[src/rtl/gp0_cmd_pkg.sv]
// rtl/gp0_cmd_pkg.sv - GP0 sequencer states, opcode ranges and command length helper
package gp0_cmd_pkg;

  typedef enum logic [2:0] {
    ST_HDR,
    ST_PARAM,
    ST_POLYLINE,
    ST_XFER_IN,
    ST_XFER_OUT
  } seqState_t;

  localparam logic [7:0] OP_FILL    = 8'h02;
  localparam logic [7:0] OP_POLY_LO = 8'h20;
  localparam logic [7:0] OP_POLY_HI = 8'h3F;
  localparam logic [7:0] OP_LINE_LO = 8'h40;
  localparam logic [7:0] OP_LINE_HI = 8'h5F;
  localparam logic [7:0] OP_RECT_LO = 8'h60;
  localparam logic [7:0] OP_RECT_HI = 8'h7F;
  localparam logic [7:0] OP_COPY_LO = 8'h80;
  localparam logic [7:0] OP_COPY_HI = 8'h9F;
  localparam logic [7:0] OP_XIN_LO  = 8'hA0;
  localparam logic [7:0] OP_XIN_HI  = 8'hBF;
  localparam logic [7:0] OP_XOUT_LO = 8'hC0;
  localparam logic [7:0] OP_XOUT_HI = 8'hDF;
  localparam logic [7:0] OP_ENV_LO  = 8'hE1;
  localparam logic [7:0] OP_ENV_HI  = 8'hE6;

  localparam logic [31:0] POLYLINE_TERM_MASK  = 32'hF000F000;
  localparam logic [31:0] POLYLINE_TERM_VALUE = 32'h50005000;

  // Fixed word count including the header; 0 for polylines and non-forwarded opcodes.
  function automatic logic [3:0] gp0_cmd_len(input logic [7:0] op);
    logic [3:0] n;
    n = op[3] ? 4'd4 : 4'd3;
    if (op == OP_FILL) return 4'd3;
    if (op >= OP_POLY_LO && op <= OP_POLY_HI)
      return 4'd1 + n + (op[2] ? n : 4'd0) + (op[4] ? n - 4'd1 : 4'd0);
    if (op >= OP_LINE_LO && op <= OP_LINE_HI)
      return op[3] ? 4'd0 : 4'd3 + {3'd0, op[4]};
    if (op >= OP_RECT_LO && op <= OP_RECT_HI)
      return 4'd2 + {3'd0, op[2]} + {3'd0, op[4:3] == 2'b00};
    if (op >= OP_COPY_LO && op <= OP_COPY_HI) return 4'd4;
    if (op >= OP_XIN_LO && op <= OP_XOUT_HI) return 4'd3;
    return 4'd0;
  endfunction

endpackage

[src/rtl/gp0_command_sequencer_if.sv]
// rtl/gp0_command_sequencer_if.sv - Downstream GP0 command word stream with first/last framing
interface gp0_command_sequencer_if;
  logic        cmdValid;
  logic        cmdReady;
  logic [31:0] cmdData;
  logic        cmdFirst;
  logic        cmdLast;

  modport master (output cmdValid, cmdData, cmdFirst, cmdLast, input cmdReady);
  modport slave  (input cmdValid, cmdData, cmdFirst, cmdLast, output cmdReady);
endinterface

[src/rtl/gp0_out_slot.sv]
// rtl/gp0_out_slot.sv - One-entry valid/ready output register for the command stream
module gp0_out_slot (
  input  logic        i_clk,
  input  logic        i_nrst,
  input  logic        load,
  input  logic [31:0] data,
  input  logic        first,
  input  logic        last,
  output logic        free,
  gp0_command_sequencer_if.master cmd
);

  assign free = !cmd.cmdValid || cmd.cmdReady;

  always_ff @(posedge i_clk) begin
    if (!i_nrst) begin
      cmd.cmdValid <= 1'b0;
      cmd.cmdData  <= 32'd0;
      cmd.cmdFirst <= 1'b0;
      cmd.cmdLast  <= 1'b0;
    end else if (load) begin
      cmd.cmdValid <= 1'b1;
      cmd.cmdData  <= data;
      cmd.cmdFirst <= first;
      cmd.cmdLast  <= last;
    end else if (cmd.cmdReady) begin
      cmd.cmdValid <= 1'b0;
    end
  end

endmodule

[src/rtl/gp0_command_sequencer.sv]
// rtl/gp0_command_sequencer.sv - GP0 header decode into environment strobes and a framed command stream
// Optional macro GP0_TEXPAGE_FROM_POLY_EN enables the texpage strobe on textured polygon UV1 words.
module gp0_command_sequencer
  import gp0_cmd_pkg::*;
(
  input  logic        i_clk,
  input  logic        i_nrst,
  input  logic        i_fifoEmpty,
  input  logic [31:0] i_fifoData,
  output logic        o_fifoRead,
  input  logic        i_primBusy,
  input  logic        i_xferDone,
  output logic        o_loadE5Offsets,
  output logic        o_loadTexPageE1,
  output logic        o_loadTexPage,
  output logic        o_loadTexWindowSetting,
  output logic        o_loadDrawAreaTL,
  output logic        o_loadDrawAreaBR,
  output logic        o_loadMaskSetting,
  output logic [31:0] o_fifoDataOut,
  gp0_command_sequencer_if.master cmd
);

  seqState_t  state, afterState, hdrAfter;
  logic [3:0] rem, hdrLen;
  logic [1:0] polyCnt;
  logic       polyGouraud;
  logic [7:0] op;
  logic       isEnv, isPoly, isPolyline, isTerm, slotFree;
  logic       popOk, fwd, fwdFirst, fwdLast;

  assign op         = i_fifoData[31:24];
  assign hdrLen     = gp0_cmd_len(op);
  assign isEnv      = op >= OP_ENV_LO && op <= OP_ENV_HI;
  assign isPoly     = op >= OP_POLY_LO && op <= OP_POLY_HI;
  assign isPolyline = op >= OP_LINE_LO && op <= OP_LINE_HI && op[3];
  assign isTerm     = (i_fifoData & POLYLINE_TERM_MASK) == POLYLINE_TERM_VALUE;
  assign hdrAfter   = (op >= OP_XIN_LO && op <= OP_XIN_HI)   ? ST_XFER_IN  :
                      (op >= OP_XOUT_LO && op <= OP_XOUT_HI) ? ST_XFER_OUT : ST_HDR;

  always_comb begin
    popOk    = 1'b0;
    fwd      = 1'b0;
    fwdFirst = 1'b0;
    fwdLast  = 1'b0;
    case (state)
      ST_HDR: begin
        // Environment loads wait for an idle pipe so they never overtake queued words.
        if (isEnv) begin
          popOk = !i_primBusy && !cmd.cmdValid;
        end else if (isPolyline || hdrLen != 4'd0) begin
          popOk    = slotFree;
          fwd      = 1'b1;
          fwdFirst = 1'b1;
          fwdLast  = hdrLen == 4'd1;
        end else begin
          popOk = 1'b1;
        end
      end
      ST_PARAM: begin
        popOk   = slotFree;
        fwd     = 1'b1;
        fwdLast = rem == 4'd1;
      end
      ST_POLYLINE: begin
        popOk   = slotFree;
        fwd     = 1'b1;
        fwdLast = isTerm && polyCnt >= (polyGouraud ? 2'd3 : 2'd2);
      end
      ST_XFER_IN: begin
        popOk = slotFree;
        fwd   = 1'b1;
      end
      default: ;
    endcase
  end

  assign o_fifoRead = i_nrst && !i_fifoEmpty && popOk;

  gp0_out_slot u_slot (
    .i_clk (i_clk),
    .i_nrst(i_nrst),
    .load  (o_fifoRead && fwd),
    .data  (i_fifoData),
    .first (fwdFirst),
    .last  (fwdLast),
    .free  (slotFree),
    .cmd   (cmd)
  );

`ifdef GP0_TEXPAGE_FROM_POLY_EN
  logic [3:0] texRem;
`else
  assign o_loadTexPage = 1'b0;
`endif

  always_ff @(posedge i_clk) begin
    if (!i_nrst) begin
      state                  <= ST_HDR;
      afterState             <= ST_HDR;
      rem                    <= 4'd0;
      polyCnt                <= 2'd0;
      polyGouraud            <= 1'b0;
      o_loadE5Offsets        <= 1'b0;
      o_loadTexPageE1        <= 1'b0;
      o_loadTexWindowSetting <= 1'b0;
      o_loadDrawAreaTL       <= 1'b0;
      o_loadDrawAreaBR       <= 1'b0;
      o_loadMaskSetting      <= 1'b0;
      o_fifoDataOut          <= 32'd0;
`ifdef GP0_TEXPAGE_FROM_POLY_EN
      o_loadTexPage          <= 1'b0;
      texRem                 <= 4'd0;
`endif
    end else begin
      o_loadE5Offsets        <= 1'b0;
      o_loadTexPageE1        <= 1'b0;
      o_loadTexWindowSetting <= 1'b0;
      o_loadDrawAreaTL       <= 1'b0;
      o_loadDrawAreaBR       <= 1'b0;
      o_loadMaskSetting      <= 1'b0;
`ifdef GP0_TEXPAGE_FROM_POLY_EN
      o_loadTexPage          <= 1'b0;
`endif
      case (state)
        ST_HDR: if (o_fifoRead) begin
          if (isEnv) begin
            o_fifoDataOut <= i_fifoData;
            case (op)
              8'hE1:   o_loadTexPageE1        <= 1'b1;
              8'hE2:   o_loadTexWindowSetting <= 1'b1;
              8'hE3:   o_loadDrawAreaTL       <= 1'b1;
              8'hE4:   o_loadDrawAreaBR       <= 1'b1;
              8'hE5:   o_loadE5Offsets        <= 1'b1;
              default: o_loadMaskSetting      <= 1'b1;
            endcase
          end else if (isPolyline) begin
            state       <= ST_POLYLINE;
            polyCnt     <= 2'd0;
            polyGouraud <= op[4];
          end else if (hdrLen != 4'd0) begin
            rem        <= hdrLen - 4'd1;
            afterState <= hdrAfter;
            state      <= (hdrLen == 4'd1) ? hdrAfter : ST_PARAM;
`ifdef GP0_TEXPAGE_FROM_POLY_EN
            // UV1 is word 4 (5 when gouraud); expressed as the remaining count at that word.
            texRem <= (isPoly && op[2]) ? hdrLen - (op[4] ? 4'd5 : 4'd4) : 4'd0;
`endif
          end
        end
        ST_PARAM: if (o_fifoRead) begin
          rem <= rem - 4'd1;
          if (rem == 4'd1) state <= afterState;
`ifdef GP0_TEXPAGE_FROM_POLY_EN
          if (texRem != 4'd0 && rem == texRem) begin
            o_loadTexPage <= 1'b1;
            o_fifoDataOut <= i_fifoData;
          end
`endif
        end
        ST_POLYLINE: if (o_fifoRead) begin
          if (fwdLast) state <= ST_HDR;
          else if (polyCnt != 2'd3) polyCnt <= polyCnt + 2'd1;
        end
        ST_XFER_IN, ST_XFER_OUT: if (i_xferDone) state <= ST_HDR;
        default: state <= ST_HDR;
      endcase
    end
  end

endmodule

[src/flat_wrapper.sv]
// flat-port wrapper written by rule: the top's interface ports become plain ports
module gp0_command_sequencer_flat import gp0_cmd_pkg::*;
  (i_clk, i_nrst, i_fifoEmpty, i_fifoData, o_fifoRead, i_primBusy, i_xferDone, o_loadE5Offsets, o_loadTexPageE1, o_loadTexPage, o_loadTexWindowSetting, o_loadDrawAreaTL, o_loadDrawAreaBR, o_loadMaskSetting, o_fifoDataOut, cmd_cmdValid, cmd_cmdData, cmd_cmdFirst, cmd_cmdLast, cmd_cmdReady);
  gp0_command_sequencer_if cmd_i ();
  input  logic i_clk;
  input  logic i_nrst;
  input  logic i_fifoEmpty;
  input  logic [31:0] i_fifoData;
  output logic o_fifoRead;
  input  logic i_primBusy;
  input  logic i_xferDone;
  output logic o_loadE5Offsets;
  output logic o_loadTexPageE1;
  output logic o_loadTexPage;
  output logic o_loadTexWindowSetting;
  output logic o_loadDrawAreaTL;
  output logic o_loadDrawAreaBR;
  output logic o_loadMaskSetting;
  output logic [31:0] o_fifoDataOut;
  output wire logic [$bits(cmd_i.cmdValid)-1:0] cmd_cmdValid;
  output wire logic [$bits(cmd_i.cmdData)-1:0] cmd_cmdData;
  output wire logic [$bits(cmd_i.cmdFirst)-1:0] cmd_cmdFirst;
  output wire logic [$bits(cmd_i.cmdLast)-1:0] cmd_cmdLast;
  input wire logic [$bits(cmd_i.cmdReady)-1:0] cmd_cmdReady;
  assign cmd_cmdValid = cmd_i.cmdValid;
  assign cmd_cmdData = cmd_i.cmdData;
  assign cmd_cmdFirst = cmd_i.cmdFirst;
  assign cmd_cmdLast = cmd_i.cmdLast;
  assign cmd_i.cmdReady = cmd_cmdReady;
  gp0_command_sequencer u_core (.i_clk(i_clk), .i_nrst(i_nrst), .i_fifoEmpty(i_fifoEmpty), .i_fifoData(i_fifoData), .o_fifoRead(o_fifoRead), .i_primBusy(i_primBusy), .i_xferDone(i_xferDone), .o_loadE5Offsets(o_loadE5Offsets), .o_loadTexPageE1(o_loadTexPageE1), .o_loadTexPage(o_loadTexPage), .o_loadTexWindowSetting(o_loadTexWindowSetting), .o_loadDrawAreaTL(o_loadDrawAreaTL), .o_loadDrawAreaBR(o_loadDrawAreaBR), .o_loadMaskSetting(o_loadMaskSetting), .o_fifoDataOut(o_fifoDataOut), .cmd(cmd_i));
endmodule
[config.mk]
export PLATFORM = sky130hd
export DESIGN_NAME = gp0_command_sequencer_flat
export DESIGN_NICKNAME = d
export VERILOG_FILES = /design/src/rtl/gp0_cmd_pkg.sv /design/src/rtl/gp0_command_sequencer_if.sv /design/src/rtl/gp0_out_slot.sv /design/src/rtl/gp0_command_sequencer.sv /design/src/flat_wrapper.sv
export SDC_FILE = /design/constraint.sdc
export NUM_CORES = 1
export LEC_CHECK = 0
export CAP_MARGIN = 20
export CORE_AREA = 2 2 96 98
export DETAILED_ROUTE_END_ITERATION = 6
export DIE_AREA = 0 0 98 100
export HOLD_SLACK_MARGIN = 0.08
export PLACE_DENSITY = 0.79
export RECOVER_POWER = 100
export SETUP_SLACK_MARGIN = 0.2
export SLEW_MARGIN = 20
export SYNTH_ARGS = -nofsm -noshare
export SYNTH_HDL_FRONTEND = slang
export SYNTH_HIERARCHICAL = 1
export SYNTH_SLANG_ARGS = --single-unit
[constraint.sdc]
create_clock -name i_clk -period 4.6 [get_ports i_clk]
set_clock_uncertainty 0.2 [all_clocks]
set_input_delay 0.46 -clock i_clk [delete_from_list [all_inputs] [get_ports i_clk]]
set_output_delay 0.46 -clock i_clk [all_outputs]
set_load 0.005 [all_outputs]
==> results.sh <==
export IMPL_status="completed"
export IMPL_cts_sinks=85
export IMPL_grt_ovfl_total=0
export IMPL_slew_headroom_pct=31.5
export IMPL_first_pass_iters=5
export IMPL_first_iter_violations=159
export IMPL_critPathBufInv=4
export IMPL_clk_latency_ns=0.34
export IMPL_maxSlewViolCount=0
export IMPL_grt_pass1_wl_um=17400
export IMPL_synth_seq_cells=85
export IMPL_drc_errors=0
export IMPL_cp_startpoint="i_fifoData[26]"
export IMPL_drive_gt1_share_pct=5.96
export IMPL_ys_warn_count=6
export IMPL_fin_crit_ns=4.27
export IMPL_die_h_um=100
export IMPL_die_x_um=98
export IMPL_vias=3649
export IMPL_ant_nets=0
export IMPL_crit_path_end_kind="output port"
export IMPL_rsz0062_at_grt="false"
export IMPL_fmax_mhz=234
export IMPL_min_delay_start="u_core/o_fifoDataOut[24]$_SDFFE_PN0P_"
export IMPL_cts_tree="built"
export IMPL_cts_root_buf="clkbuf_8"
export IMPL_grt_pass1_vias=3733
export IMPL_cts_buffer_depth=2
export IMPL_cts_max_level=3
export IMPL_cts_buffers=9
export IMPL_cp_top_family="buffers and inverters"
export IMPL_worstPathArrival_ns=3.61
export IMPL_period_share_pct=92.7
export IMPL_coreArea_mm2=0.00889
export IMPL_synth_area_leaders="dfxtp_1, mux2i_1, nand2_1, nor2b_1, a21boi_1"
export IMPL_cp_slowest_stage_delay_ns=0.56
export IMPL_grt_max_degree=83
export IMPL_synth_top_area_share_pct=40.7
export IMPL_total_power_w=0.00200
export IMPL_dieArea_mm2=0.00980
export IMPL_critPathLaunchType="input port"
export IMPL_netlist_cell_type_count=65
export IMPL_fin_setup_tns_ns=0
export IMPL_p_leak_nw=2.24
export IMPL_std_cell_rows=35
export IMPL_groute_usage_overall_pct=21.5
export IMPL_synth_common_cells="dfxtp_1, nand2_1, mux2i_1, nor2b_1, a21boi_1"
export IMPL_synth_most_common_cell="dfxtp_1"
export IMPL_synth_nets=515
export IMPL_area_delta_synth_final_pct=32.1
export IMPL_synth_cell_area_mm2=0.00418
export IMPL_maxCapViolations=0
export IMPL_io_buffers=111
export IMPL_critPathSlowestCell="dlygate4sd3_1"
export IMPL_synth_edf_count=0
export IMPL_synthCells=465
export IMPL_synthArstFlopShare_pct=0
export IMPL_worst_ep_required_time_ns=3.94
export IMPL_worstPathMaxFanout=4
export IMPL_crit_chain="clkdlybuf4s50_1, nor2_1, ha_1, inv_1, fa_1, a211oi_1, a21oi_2, ha_1, o221ai_1, o211ai_2, nand2_2, inv_1, dlygate4sd3_1"
export IMPL_path_class="in -> out"
export IMPL_vias_per_cell=5.36
export IMPL_gp_congestion=0.918
export IMPL_tightest_slew_ns=1.03
export IMPL_cts_clk_slew_worst_paths_ns=0.08
export IMPL_nNetsFinal=616
export IMPL_ir_drop_uv=224
export IMPL_setup_viol=0
export IMPL_ys_seq_area_share_pct=40.7
export IMPL_syn_avg_cell_area_um2=9.00
export IMPL_timing_rr_start="u_core/state[1]$_SDFFE_PN0P_"
export IMPL_synth_flop_cell="dfxtp_1"
export IMPL_place_inst=666
export IMPL_cts_setup_buffers=0
export IMPL_synth_area_leader_cell="dfxtp_1"
export IMPL_hold_violations=0
export IMPL_diodes=0
export IMPL_top_level_ports=113
export IMPL_dp_hpwl_um=7270
export IMPL_start_util_pct=47.1
export IMPL_p_per_area_mw_per_mm2=362
export IMPL_antenna_found_initial=0
export IMPL_min_path_type="reg -> reg"
export IMPL_routedWlPerCell_um=15.1
export IMPL_wirelength_um=10300
export IMPL_fin_cells=681
==> power breakdown <==
part           total (W)  switching [W]  internal, W
sequential      0.000850      0.0000509     0.000800
clock           0.000599       0.000263     0.000337
combinational   0.000551       0.000277     0.000274
==> stage by stage <==
stage	utilization (%)	instance area (um2)	setup WS [ns]	hold WS, ns
final	62.1	5520	0.335	0.254
after global routing	62.1	5520	0.127	0.278
after CTS	62.6	5570	0.305	0.255
after detailed placement	60.1	5340	0.336	0.245
after global placement	60.1	5340	0.369	0.241
after floorplan	-	4180	1.02	0.245
==> what timing repair did <==
item                                    in CTS  in global routing
hold buffers                                 0                  0
endpoints found under the hold margin        0                  0
gates resized for setup                      0                  2
endpoints found under the setup margin       0                  1
==> layout make-up <==
cell class	instances	area (um2)
Sequential cell	85	1700
Inverter	15	56.3
Timing Repair Buffer	122	1180
Tap cell	111	139
Fill cell	766	3370
Multi-Input combinational cell	333	2220
Clock buffer	11	151
Clock inverter	4	77.6
==> worst reg2reg max path: stages, from the launching register on <==
cell,delay (ns)
dfxtp_1,0.45
nor3_1,0.37
nand2b_1,0.19
nor4_1,0.32
clkbuf_1,0.79
nand2_1,0.17
a21boi_0,0.26
==> per-layer routing <==
| metal | global-route usage (%) | vias to the layer above | share of wire (%) | wire length [um] |
|---|---|---|---|---|
| met5 | 0 | - | 0 | 0 |
| met3 | 7.80 | 28 | 8.8 | 908 |
| li1 | - | 1781 | - | - |
| met4 | 10.1 | 0 | 2.9 | 300 |
| met1 | 26.4 | 1710 | 43 | 4420 |
| met2 | 33.9 | 130 | 45 | 4680 |
==> cell usage in the layout, fill, tap and decap left out, types with 4 or more instances in the layout <==
| master | instances |
|---|---|
| dfxtp_1 | 85 |
| nand2_1 | 79 |
| dlygate4sd3_1 | 75 |
| nor2b_1 | 38 |
| mux2i_1 | 38 |
| clkdlybuf4s50_1 | 35 |
| a21boi_0 | 31 |
| nor2_1 | 19 |
| inv_1 | 15 |
| a21oi_1 | 12 |
| clkbuf_8 | 11 |
| ha_1 | 11 |
| nor3_1 | 10 |
| buf_4 | 7 |
| nand2b_1 | 6 |
| and3_1 | 5 |
| nand3_1 | 5 |
| o21ai_0 | 5 |
| nor3b_1 | 4 |
| or3_1 | 4 |
| o21a_1 | 4 |
==> path summary, 6_finish.rpt <==
| kind | end | slack (ns) | cells after the start |
|---|---|---|---|
| max | o_fifoRead | 0.33 | 13 |
| min | u_core/o_fifoDataOut[24]$_SDFFE_PN0P_ | 0.25 | 2 |
| min reg2reg | u_core/o_fifoDataOut[24]$_SDFFE_PN0P_ | 0.25 | 2 |
| max reg2reg | u_core/o_fifoDataOut[10]$_SDFFE_PN0P_ | 1.76 | 6 |
==> registers in the layout, indices dropped and copies added (netlist names), 2 cells and up <==
signal / flops
u_core/u_slot/cmd.cmdData: 32
u_core/state: 3
u_core/o_fifoDataOut: 32
u_core/rem: 4
u_core/polyCnt: 2
u_core/afterState: 2
==> logic make-up after synthesis <==
group | share of synthesized area [%]
AO/OA/AOI/OAI | 15.7
AND/OR/NAND/NOR | 23.0
multiplexers | 9.09
other | 0.180
buffers and inverters | 6.07
flip-flops | 40.7
adder cells (fa/ha/maj) | 3.77
XOR/XNOR | 1.44
Note: power is estimated with default switching activity, not from simulation.
